`src/rtl/pipe_ctrl_pkg.sv`:
```
// Shared types and reset values for the PIPE rate/power sequencer.
// Holds the power-state encodings, the FSM states and a validity helper.
package pipe_ctrl_pkg;

  typedef enum logic [3:0] {
    PWR_P0  = 4'h0,
    PWR_P0S = 4'h1,
    PWR_P1  = 4'h2,
    PWR_P2  = 4'h3
  } pwr_e;

  typedef enum logic [2:0] {
    ST_RESET_WAIT,
    ST_IDLE,
    ST_PD_WAIT,
    ST_RATE_WAIT,
    ST_ACK_WAIT,
    ST_DONE
  } state_e;

  localparam logic [3:0] CUR_PD_RST   = PWR_P1;
  localparam logic [3:0] CUR_RATE_RST = 4'h0;
  localparam logic [2:0] CUR_PCLK_RST = 3'h0;

  function automatic logic pd_valid(input logic [3:0] pd);
    return pd <= PWR_P2;
  endfunction

endpackage

```
`src/rtl/pipe_lat_counter.sv`:
```
// Latency counter for the sequencer wait states.
// Saturates at the terminal count; done is high on the last wait cycle.
module pipe_lat_counter #(
  parameter int W = 6
) (
  input  logic         clk_i,
  input  logic         rst_i,
  input  logic         clr_i,
  input  logic [W-1:0] term_i,
  output logic         done_o
);

  logic [W-1:0] cnt_q, cnt_d;

  assign done_o = (cnt_q == term_i - W'(1));

  always_comb begin
    cnt_d = cnt_q;
    if (clr_i)
      cnt_d = '0;
    else if (!done_o)
      cnt_d = cnt_q + W'(1);
  end

  always_ff @(posedge clk_i or posedge rst_i) begin
    if (rst_i)
      cnt_q <= '0;
    else
      cnt_q <= cnt_d;
  end

endmodule

```
`src/rtl/pipe_rate_power_ctrl.sv`:
```
// PIPE command/status sequencer: applies PowerDown and Rate/PCLKRate
// changes after fixed latencies and reports completion on PhyStatus.
module pipe_rate_power_ctrl
  import pipe_ctrl_pkg::*;
#(
  parameter int pipe_num_of_lanes = 4,
  parameter int RESET_DONE_CYCLES = 16,
  parameter int PD_LATENCY        = 8,
  parameter int RATE_LATENCY      = 32
) (
  input  logic                           PCLK,
  input  logic                           Reset,
  input  logic [4*pipe_num_of_lanes-1:0] PowerDown,
  input  logic [3:0]                     Rate,
  input  logic [2:0]                     PCLKRate,
  input  logic                           PclkChangeAck,
  output logic [pipe_num_of_lanes-1:0]   PhyStatus,
  output logic                           PclkChangeOk,
  output logic [3:0]                     CurPowerDown,
  output logic [3:0]                     CurRate,
  output logic [2:0]                     CurPCLKRate,
  output logic                           Busy,
  output logic                           ProtocolError
);

  localparam int MAX_A = (RESET_DONE_CYCLES > PD_LATENCY) ?
                         RESET_DONE_CYCLES : PD_LATENCY;
  localparam int MAX_LAT = (MAX_A > RATE_LATENCY) ? MAX_A : RATE_LATENCY;
  localparam int CW = $clog2(MAX_LAT + 1);
  localparam logic [pipe_num_of_lanes-1:0] PHY_ALL = '1;

  state_e                       state_q;
  logic [pipe_num_of_lanes-1:0] phy_q;
  logic                         ok_q, busy_q, err_q;
  logic [3:0]                   cur_pd_q, cur_rate_q;
  logic [3:0]                   lat_pd_q, lat_rate_q;
  logic [2:0]                   cur_pclk_q, lat_pclk_q;

  logic [3:0]    pd0;
  logic          lane_mis, pd_ok, pd_req, rate_req;
  logic          stray_ack, lat_clr, lat_done;
  logic [CW-1:0] lat_term;

  assign pd0 = PowerDown[3:0];

  always_comb begin
    lane_mis = 1'b0;
    for (int i = 1; i < pipe_num_of_lanes; i++)
      if (PowerDown[4*i +: 4] != pd0) lane_mis = 1'b1;
  end

  assign pd_ok     = pd_valid(pd0);
  assign pd_req    = pd_ok && (pd0 != cur_pd_q);
  // A rate change while out of P0 stays pending until P0 is reached.
  assign rate_req  = pd_ok && (pd0 == cur_pd_q) &&
                     (Rate != cur_rate_q) && (cur_pd_q == PWR_P0);
  assign stray_ack = PclkChangeAck && (state_q != ST_ACK_WAIT);

  always_comb begin
    lat_term = CW'(RATE_LATENCY);
    unique case (state_q)
      ST_RESET_WAIT: lat_term = CW'(RESET_DONE_CYCLES);
      ST_PD_WAIT:    lat_term = CW'(PD_LATENCY);
      default:       ;
    endcase
  end

  assign lat_clr = lat_done ||
    !(state_q inside {ST_RESET_WAIT, ST_PD_WAIT, ST_RATE_WAIT});

  pipe_lat_counter #(.W(CW)) u_lat (
    .clk_i  (PCLK),
    .rst_i  (Reset),
    .clr_i  (lat_clr),
    .term_i (lat_term),
    .done_o (lat_done)
  );

  always_ff @(posedge PCLK or posedge Reset) begin
    if (Reset) begin
      state_q    <= ST_RESET_WAIT;
      phy_q      <= PHY_ALL;
      ok_q       <= 1'b0;
      busy_q     <= 1'b1;
      err_q      <= 1'b0;
      cur_pd_q   <= CUR_PD_RST;
      cur_rate_q <= CUR_RATE_RST;
      cur_pclk_q <= CUR_PCLK_RST;
      lat_pd_q   <= CUR_PD_RST;
      lat_rate_q <= CUR_RATE_RST;
      lat_pclk_q <= CUR_PCLK_RST;
    end else begin
      err_q <= stray_ack ||
               ((state_q == ST_IDLE) && (lane_mis || !pd_ok));
      unique case (state_q)
        ST_RESET_WAIT: begin
          if (lat_done) begin
            phy_q   <= '0;
            busy_q  <= 1'b0;
            state_q <= ST_IDLE;
          end
        end
        ST_IDLE: begin
          unique case (1'b1)
            pd_req: begin
              lat_pd_q <= pd0;
              busy_q   <= 1'b1;
              state_q  <= ST_PD_WAIT;
            end
            rate_req: begin
              lat_rate_q <= Rate;
              lat_pclk_q <= PCLKRate;
              busy_q     <= 1'b1;
              state_q    <= ST_RATE_WAIT;
            end
            default: ;
          endcase
        end
        ST_PD_WAIT: begin
          if (lat_done) begin
            cur_pd_q <= lat_pd_q;
            phy_q    <= PHY_ALL;
            state_q  <= ST_DONE;
          end
        end
        ST_RATE_WAIT: begin
          if (lat_done) begin
            ok_q    <= 1'b1;
            state_q <= ST_ACK_WAIT;
          end
        end
        ST_ACK_WAIT: begin
          if (PclkChangeAck) begin
            ok_q       <= 1'b0;
            cur_rate_q <= lat_rate_q;
            cur_pclk_q <= lat_pclk_q;
            phy_q      <= PHY_ALL;
            state_q    <= ST_DONE;
          end
        end
        ST_DONE: begin
          phy_q   <= '0;
          busy_q  <= 1'b0;
          state_q <= ST_IDLE;
        end
        default: state_q <= ST_IDLE;
      endcase
    end
  end

  assign PhyStatus     = phy_q;
  assign PclkChangeOk  = ok_q;
  assign CurPowerDown  = cur_pd_q;
  assign CurRate       = cur_rate_q;
  assign CurPCLKRate   = cur_pclk_q;
  assign Busy          = busy_q;
  assign ProtocolError = err_q;

endmodule

```
`config.mk`:
```
export PLATFORM = sky130hd
export DESIGN_NAME = pipe_rate_power_ctrl
export DESIGN_NICKNAME = d
export VERILOG_FILES = /design/src/rtl/pipe_ctrl_pkg.sv /design/src/rtl/pipe_lat_counter.sv /design/src/rtl/pipe_rate_power_ctrl.sv
export SDC_FILE = /design/constraint.sdc
export NUM_CORES = 1
export LEC_CHECK = 0
export CAP_MARGIN = 20
export CORE_MARGIN = 2
export CORE_UTILIZATION = 39
export CTS_BUF_LIST = sky130_fd_sc_hd__clkbuf_8
export DETAILED_ROUTE_END_ITERATION = 10
export SYNTH_ARGS = -nofsm -noshare
export SYNTH_HDL_FRONTEND = slang
export SYNTH_HIERARCHICAL = 1
export SYNTH_SLANG_ARGS = --single-unit
```
`constraint.sdc`:
```
create_clock -name PCLK -period 3.6 [get_ports PCLK]
set_input_delay 0.54 -clock PCLK [delete_from_list [all_inputs] [get_ports PCLK]]
set_output_delay 0.54 -clock PCLK [all_outputs]
set_load 0.01 [all_outputs]
```
==> metrics.md <==
| Metric | Value |
|---|---|
| Drt first pass iters | `4` |
| TritonCTS clock tree | `done` |
| P&R area growth vs syn | `32.02%` |
| Initial antenna violation count | `0` |
| Fill cells | `488` |
| Total Die Area | `~5700 um^2` |
| Final Hold Vio Count | `0` |
| Largest family of logic cells by synthesized area | `simple AND/OR/NAND/NOR gates` |
| Worst min path class | `register to register` |
| Clock Sinks | `35` |
| Maximum vdd drop | `0.2935 mV` |
| Final instance area | `approximately 2600 um^2` |
| Xor-xnor portion of the synthesized cell area | `6.579%` |
| Worst Reg-to-Reg Cells | `13` |
| Hold_sp | `lat_pd_q[2]` |
| DR DRC count | `0` |
| Dpl cell area | `2532 um^2` |
| Asr flop ratio synth | `between 90% and 100%` |
| First-pass GRT wire length | `6.423 mm` |
| All-Layer GR Usage | `14.79%` |
| Number of global-route vias before repair | `approximately 1,400` |
| Post-Synth Adder-Cell Area | `~1.3%` |
| RePlAce Congestion | `0.7592` |
| Worst-path fanout max | `11` |
| Hold_buf cts | `0` |
| Commonest cells in the synthesized netlist | `31 x dfrtp_1, 16 x nand2_1, 13 x mux2_2, 13 x xnor2_1, 12 x inv_1` |
| Worst-Margin Slew | `0.6496 ns` |
| I/O Pins | `44` |
| Power Density | `581.5 nW/um^2` |
| Status | `finished, final reports clean` |
| Final period util | `roughly four fifths` |
| Root buffer selected by CTS | `clkbuf_8` |
| Wire per inst | `12.46 um` |
| Die X | `75.56 um` |
| Rows | `26` |
| Fin crit period | `2.937 ns` |
| PortBufs | `43` |
| Vias per inst | `approximately 4.9` |
| Worst Hold Margin | `0.4897 ns` |
| Diode count | `0` |
| Kind of end point of the critical path | `register` |
| Max-capacitance violation count | `0` |
| Post-detail-place hpwl | `3.065 mm` |
| P_leak | `1.109 nW` |
| Iter 0 DRT Violations | `105` |
| RR Startpoint | `state_q[1]` |
| Area leader, netlist | `dfrtp_1` |
| Cells along the critical path | `inv_1, nor2_1, or3b_1, a211oi_2, nand4b_1, buf_4, nor2_1, nor2_1, nand2_1, inv_1, o211ai_1, a21boi_0, o311ai_0` |
| CTS Buffer Depth | `2` |
| Clock H-tree levels | `2` |
| Simple-gate share of the synthesized area | `19.24%` |
| Via count | `1,552` |
| Worst skew pair latency | `0.28 ns` |
| Mux cell area share after synthesis | `13.10%` |
| Worst Hold End | `lat_pd_q[2]` |
| Initial Util | `39.86%` |
| WHS Path Cells | `1` |
| Cell repeated most along the worst path | `nor2_1` |
| Number of synthesized register bits | `35` |
| RR Endpoint | `u_lat/cnt_q[5]` |
| Post-Route Utilization | `52.62%` |
| Post-Synthesis Cells | `approximately 190` |
| Avg Inst Size Synth | `10.46 um^2` |
| Die height | `75.56 um` |
| WP data required | `approximately 3.7 ns` |
| Fraction of the mapped netlist area in compound gates | `10.40%` |
| Setup-failing EPs final | `0` |
| Register area | `880.8 um^2` |
| Post-route ant nets | `0` |
| Worst-path clk slew | `around 0.070 ns` |
| Number of setup buffers added after CTS | `0` |
| Worst slew margin | `56.46%` |
| Layout cells sized above 1 | `16.53%` |
| Fmax | `between 300 and 400 MHz` |
| Post-synthesis sequential area ratio | `44.11%` |
| GRT overflow | `0` |
| Max stage delay on crit path | `about 0.47 ns` |
| Fin nets | `275` |
| Worst setup SP type | `register` |
| Pins over their slew limit | `0` |
| Multi-input gate area | `1059 um^2` |
| Number of library cell types mapped by synthesis | `52` |
| Count leader, synth | `dfrtp_1` |
| Post-Syn Area | `1997 um^2` |
| Top post-synthesis cells by area | `dfrtp_1 39%, mux2_2 7.3%, xnor2_1 5.7%, dfstp_2 5.3%, mux2_4 5.3%` |
| Num CTS Buffers | `5` |
| Clock Skews | `0.007658 ns` |
| Reg-to-reg slack, setup | `approximately 0.66 ns` |
| Top FF cell, synth | `dfrtp_1` |
| Syn. warnings | `6` |
| Setup TNS | `0 ns` |
| Core Region | `around 5000 um^2` |
| CP max-delay cell | `dfrtp_1` |
| Yosys top cell area share | `38.85%` |
| Category of the most critical setup path | `register to register` |
| RSZ-0062 raised after global routing | `no` |
| Post-CTS Resized | `0` |
| Drt total wl | `3.962 mm` |
| Largest net degree at the start of global routing | `30` |
| EDFF count, synth | `0` |
| WP data arrival | `3.07 ns` |
## layout make-up
type	count	share of cell area, %
clock inverters	1	0.2848
multi-input cells	146	40.15
flip-flops and latches	35	33.41
inverters	12	1.709
repair buffers	47	17.47
well taps	70	3.322
clock buffers	7	3.654
## worst max path at each step
stage / end / slack (ns) / cells after the start / start
floorplan: u_lat/cnt_q[2] / 0.60 / 15 / state_q[1]
global placement: u_lat/cnt_q[3] / 0.79 / 13 / state_q[0]
detailed placement: u_lat/cnt_q[5] / 0.67 / 13 / state_q[1]
finish: u_lat/cnt_q[5] / 0.66 / 13 / state_q[1]
CTS: u_lat/cnt_q[5] / 0.65 / 13 / state_q[1]
global route: u_lat/cnt_q[2] / 0.36 / 13 / state_q[1]
## worst max-delay path, delay by kind of cell, from the launching register on
kind | cells | cell delay, ns
and+or+nand+nor | 6 | 1.07
AOI/OAI and AO/OA | 4 | 0.67
buffers and inverters | 3 | 0.56
DFF | 1 | 0.47
## state kept, by name, indices dropped and copies added, names as in the netlist
signal	flops
u_lat/cnt_q	6
CurPowerDown	4
CurRate	4
lat_pd_q	4
lat_rate_q	4
CurPCLKRate	3
lat_pclk_q	3
state_q	3
Busy	1
PclkChangeOk	1
PhyStatus	1
ProtocolError	1
## power breakdown
part | total (mW) | leakage [nW] | internal [mW] | switching (mW)
registers | 0.609 | 0.452 | 0.506 | 0.103
logic | 0.615 | 0.607 | 0.313 | 0.302
clock network | 0.309 | 0.0505 | 0.174 | 0.135
total | 1.53 | 1.11 | 0.993 | 0.540
## logic make-up (layout without fill, tap and decap cells)
kind of cell             after synthesis  after routing
AND/OR/NAND/NOR                       66             66
AO/OA/AOI/OAI                         29             29
multiplexers                          21             21
buffers and inverters                 22             67
other                                  1             13
XOR/XNOR                              15             15
adder cells (fa/ha/maj)                2              2
flip-flops                            35             35
## cells in the final DEF, fill, tap and decap left out, types with 7 or more instances in the layout
master	synthesis	routed
a21oi_1	8	8
clkbuf_8	0	7
clkdlybuf4s50_1	0	43
conb_1	1	13
dfrtp_1	31	31
inv_1	12	12
mux2_2	13	13
mux2_4	7	7
nand2_1	16	16
nor2_1	8	8
xnor2_1	13	13
## per-layer routing
layer / GRT usage, % / wire length, um / up-vias
li1: - / - / 791
met1: 21.10 / 1951 / 726
met3: 3.571 / 169 / 2
met2: 22.80 / 1822 / 33
met4: 3.509 / 19 / 0
met5: 0 / 0 / -
## stage by stage
stage / cells / worst slack [ns] / power [mW]
floorplan: 203 / 0.5958 / 1.037
CTS: 318 / 0.6472 / 1.550
global route: 318 / 0.3563 / 1.643
global placement: 310 / 0.7891 / 1.232
detailed placement: 310 / 0.6725 / 1.233
finish: 318 / 0.6631 / 1.533
No activity file was read; power rests on OpenSTA's default activity.
==> variant (same settings) <==
Change the parameter `PD_LATENCY` from 8 to 16.
--- a/src/rtl/pipe_rate_power_ctrl.sv
+++ b/src/rtl/pipe_rate_power_ctrl.sv
@@ -6,5 +6,5 @@
   parameter int pipe_num_of_lanes = 4,
   parameter int RESET_DONE_CYCLES = 16,
-  parameter int PD_LATENCY        = 8,
+  parameter int PD_LATENCY        = 16,
   parameter int RATE_LATENCY      = 32
 ) (
Check against the original RTL: no difference found for any inputs over 10 cycles, from zero or initial values and one cycle with Reset high; that may be too few to reach the edited logic, so the function may still have changed.
==> variant against the original RTL <==
Worst setup slack got worse by 0.14 ns. Total power fell by 6.5%. Synthesized cell count fell by 1.6%. Highest routed layer unchanged. Area after synthesis fell by 1.1%. Largest cell class unchanged. Global-route usage rose by 1.4 points. Sequential cell count did not move. Routed wire length rose by 5.3%. Cell area rose by 0.24%. Critical endpoint is now u_lat/cnt_q[2]. Critical path depth did not move.
==> variant: results (changes against the original RTL) <==
[run_status]
run_status = finished, final reports clean  ; unchanged

[layout]
largest-register = u_lat/cnt_q  ; unchanged
finish.net_count = 278  ; was 275
fillCellCount = 467  ; was 488
areaGrowthSynthToFinish_pct = 33.76  ; was 32.02%
drive_above_1_share_pct = 16.33  ; was 16.53%

[logic_synthesis]
postSynth.topFlopCell = sky130_fd_sc_hd__dfrtp_1  ; unchanged
async_flop_share_pct = 100.0  ; unchanged
synth.cells.most_frequent = sky130_fd_sc_hd__dfrtp_1, sky130_fd_sc_hd__mux2_2, sky130_fd_sc_hd__nand2_1, sky130_fd_sc_hd__nor2_1, sky130_fd_sc_hd__inv_1  ; was sky130_fd_sc_hd__dfrtp_1, sky130_fd_sc_hd__nand2_1, sky130_fd_sc_hd__mux2_2, sky130_fd_sc_hd__xnor2_1, sky130_fd_sc_hd__inv_1
synthesis.area_per_instance_sq_um = 10.51  ; was 10.46 sq um
yosysWarnings = 6  ; unchanged
area_contributors_post_synth = sky130_fd_sc_hd__dfrtp_1, sky130_fd_sc_hd__mux2_2, sky130_fd_sc_hd__dfstp_2  ; was sky130_fd_sc_hd__dfrtp_1, sky130_fd_sc_hd__mux2_2, sky130_fd_sc_hd__xnor2_1
post_synth_num_cell_types = 50  ; was 52
register_area_share_after_synthesis_pct = 44.59  ; was 44.11%

[cts]
cts_htree_levels = 2  ; unchanged
cts.repair_timing.setup_buffer_count = 0  ; unchanged
resized_after_cts = 0  ; unchanged
clock_transition_time_at_the_flip_flop_clock_pins_of_the_worst_setup_and_hold_paths_ns = 0.07  ; about the same
tritoncts.num_buffers = 5  ; unchanged
clock_path_buffers = 2  ; unchanged
clock_insertion_delay_worst_skew_ns = 0.29

[grt]
grtUsageTotal_pct = 16.18  ; was 14.79%
grt_first_pass_wirelength_um = 6858  ; was 6423 um
grt_antenna_before_repair = 0  ; unchanged
grt_max_degree = 23  ; was 30
number_of_global_route_vias_before_repair = 1446  ; was 1,400
globalRoute.totalOverflow = 0  ; unchanged

[timing]
fin_skew_ns = 0.007482  ; was 0.007658 ns

[routing]
drt_pass1_iterations = 4  ; unchanged
detailedRoute.firstIterationViolations = 102  ; was 105
wire_per_inst_um = 13.12  ; was 12.46 um
via_to_cell_ratio = 4.824  ; was 4.881

[placed_design]
placement.cell_area_sq_um = 2554  ; was 2532 sq um
gp_congestion = 0.8430  ; was 0.7592
pre_cts_ws_ns = 0.5247  ; was 0.6725 ns
place.detailed.hpwl_um = 3286  ; was 3065 um

[power]
power.net_switching_mw = 0.5371  ; was 0.5402 mW
p_leak_nw = 1.148  ; was 1.109 nW
vdd_drop_max_mv = 0.2431  ; was 0.2935 mV

[worst_hold_path]
hp-class = in -> async  ; was reg -> reg

[critical_path]
timing.critical_path.fanout_max = 13  ; was 11
critical_path_arrival_ns = 3.24  ; was 3.07 ns
crit_path_max_incr_delay_ns = 0.51  ; was 0.47 ns

variant: kinds of logic after synthesis:
family	synth area share, %
muxes	13.43
buffers and inverters	4.053
xor gates and xnor gates	6.650
DFF	44.58
other	0.1898
and+or+nand+nor	17.10
adders and majority gates	1.266
AOI/OAI and AO/OA	12.73
variant: routing by layer:
layer | GRT usage [%] | routed length [um]
met5 | 0 | 0
met4 | 4.094 | 34
met3 | 4.685 | 195
met2 | 23.78 | 1840
met1 | 23.51 | 2101
variant: critical path, delay by kind of cell (launching register included):
family                 cells  cell delay (ns)
XOR/XNOR                   1             0.14
multiplexers               1             0.13
flip-flops                 1             0.51
buffers and inverters      3             0.40
AND/OR/NAND/NOR            5             1.22
AO/OA/AOI/OAI              3             0.56
variant: cell type report:
cell class	instances	share of cell area, %
Tap cell	67	3.172
Clock inverter	3	0.7576
Timing Repair Buffer	46	17.90
Clock buffer	5	2.604
Sequential cell	35	33.33
Multi-Input combinational cell	151	40.67
Inverter	11	1.563
variant: path summary, 6_finish.rpt:
path,start,end,slack (ns),cells past startpoint
setup / recovery,state_q[0],u_lat/cnt_q[2],0.53,13
min in group PCLK,lat_rate_q[3],CurRate[3],0.50,1
hold reg to reg,lat_rate_q[3],CurRate[3],0.50,1
max in group asynchronous,Reset,Busy,2.54,3
setup reg to reg,state_q[0],u_lat/cnt_q[2],0.53,13
hold / removal,Reset,u_lat/cnt_q[2],0.50,2
variant: power groups by stage:
stage / clock network [mW] / registers (mW) / logic [mW]
after floorplan: 0 / 0.574 / 0.393
after global placement: 0 / 0.606 / 0.531
after detailed placement: 0 / 0.606 / 0.536
after CTS: 0.296 / 0.598 / 0.538
after global routing: 0.319 / 0.618 / 0.610
final: 0.290 / 0.599 / 0.543
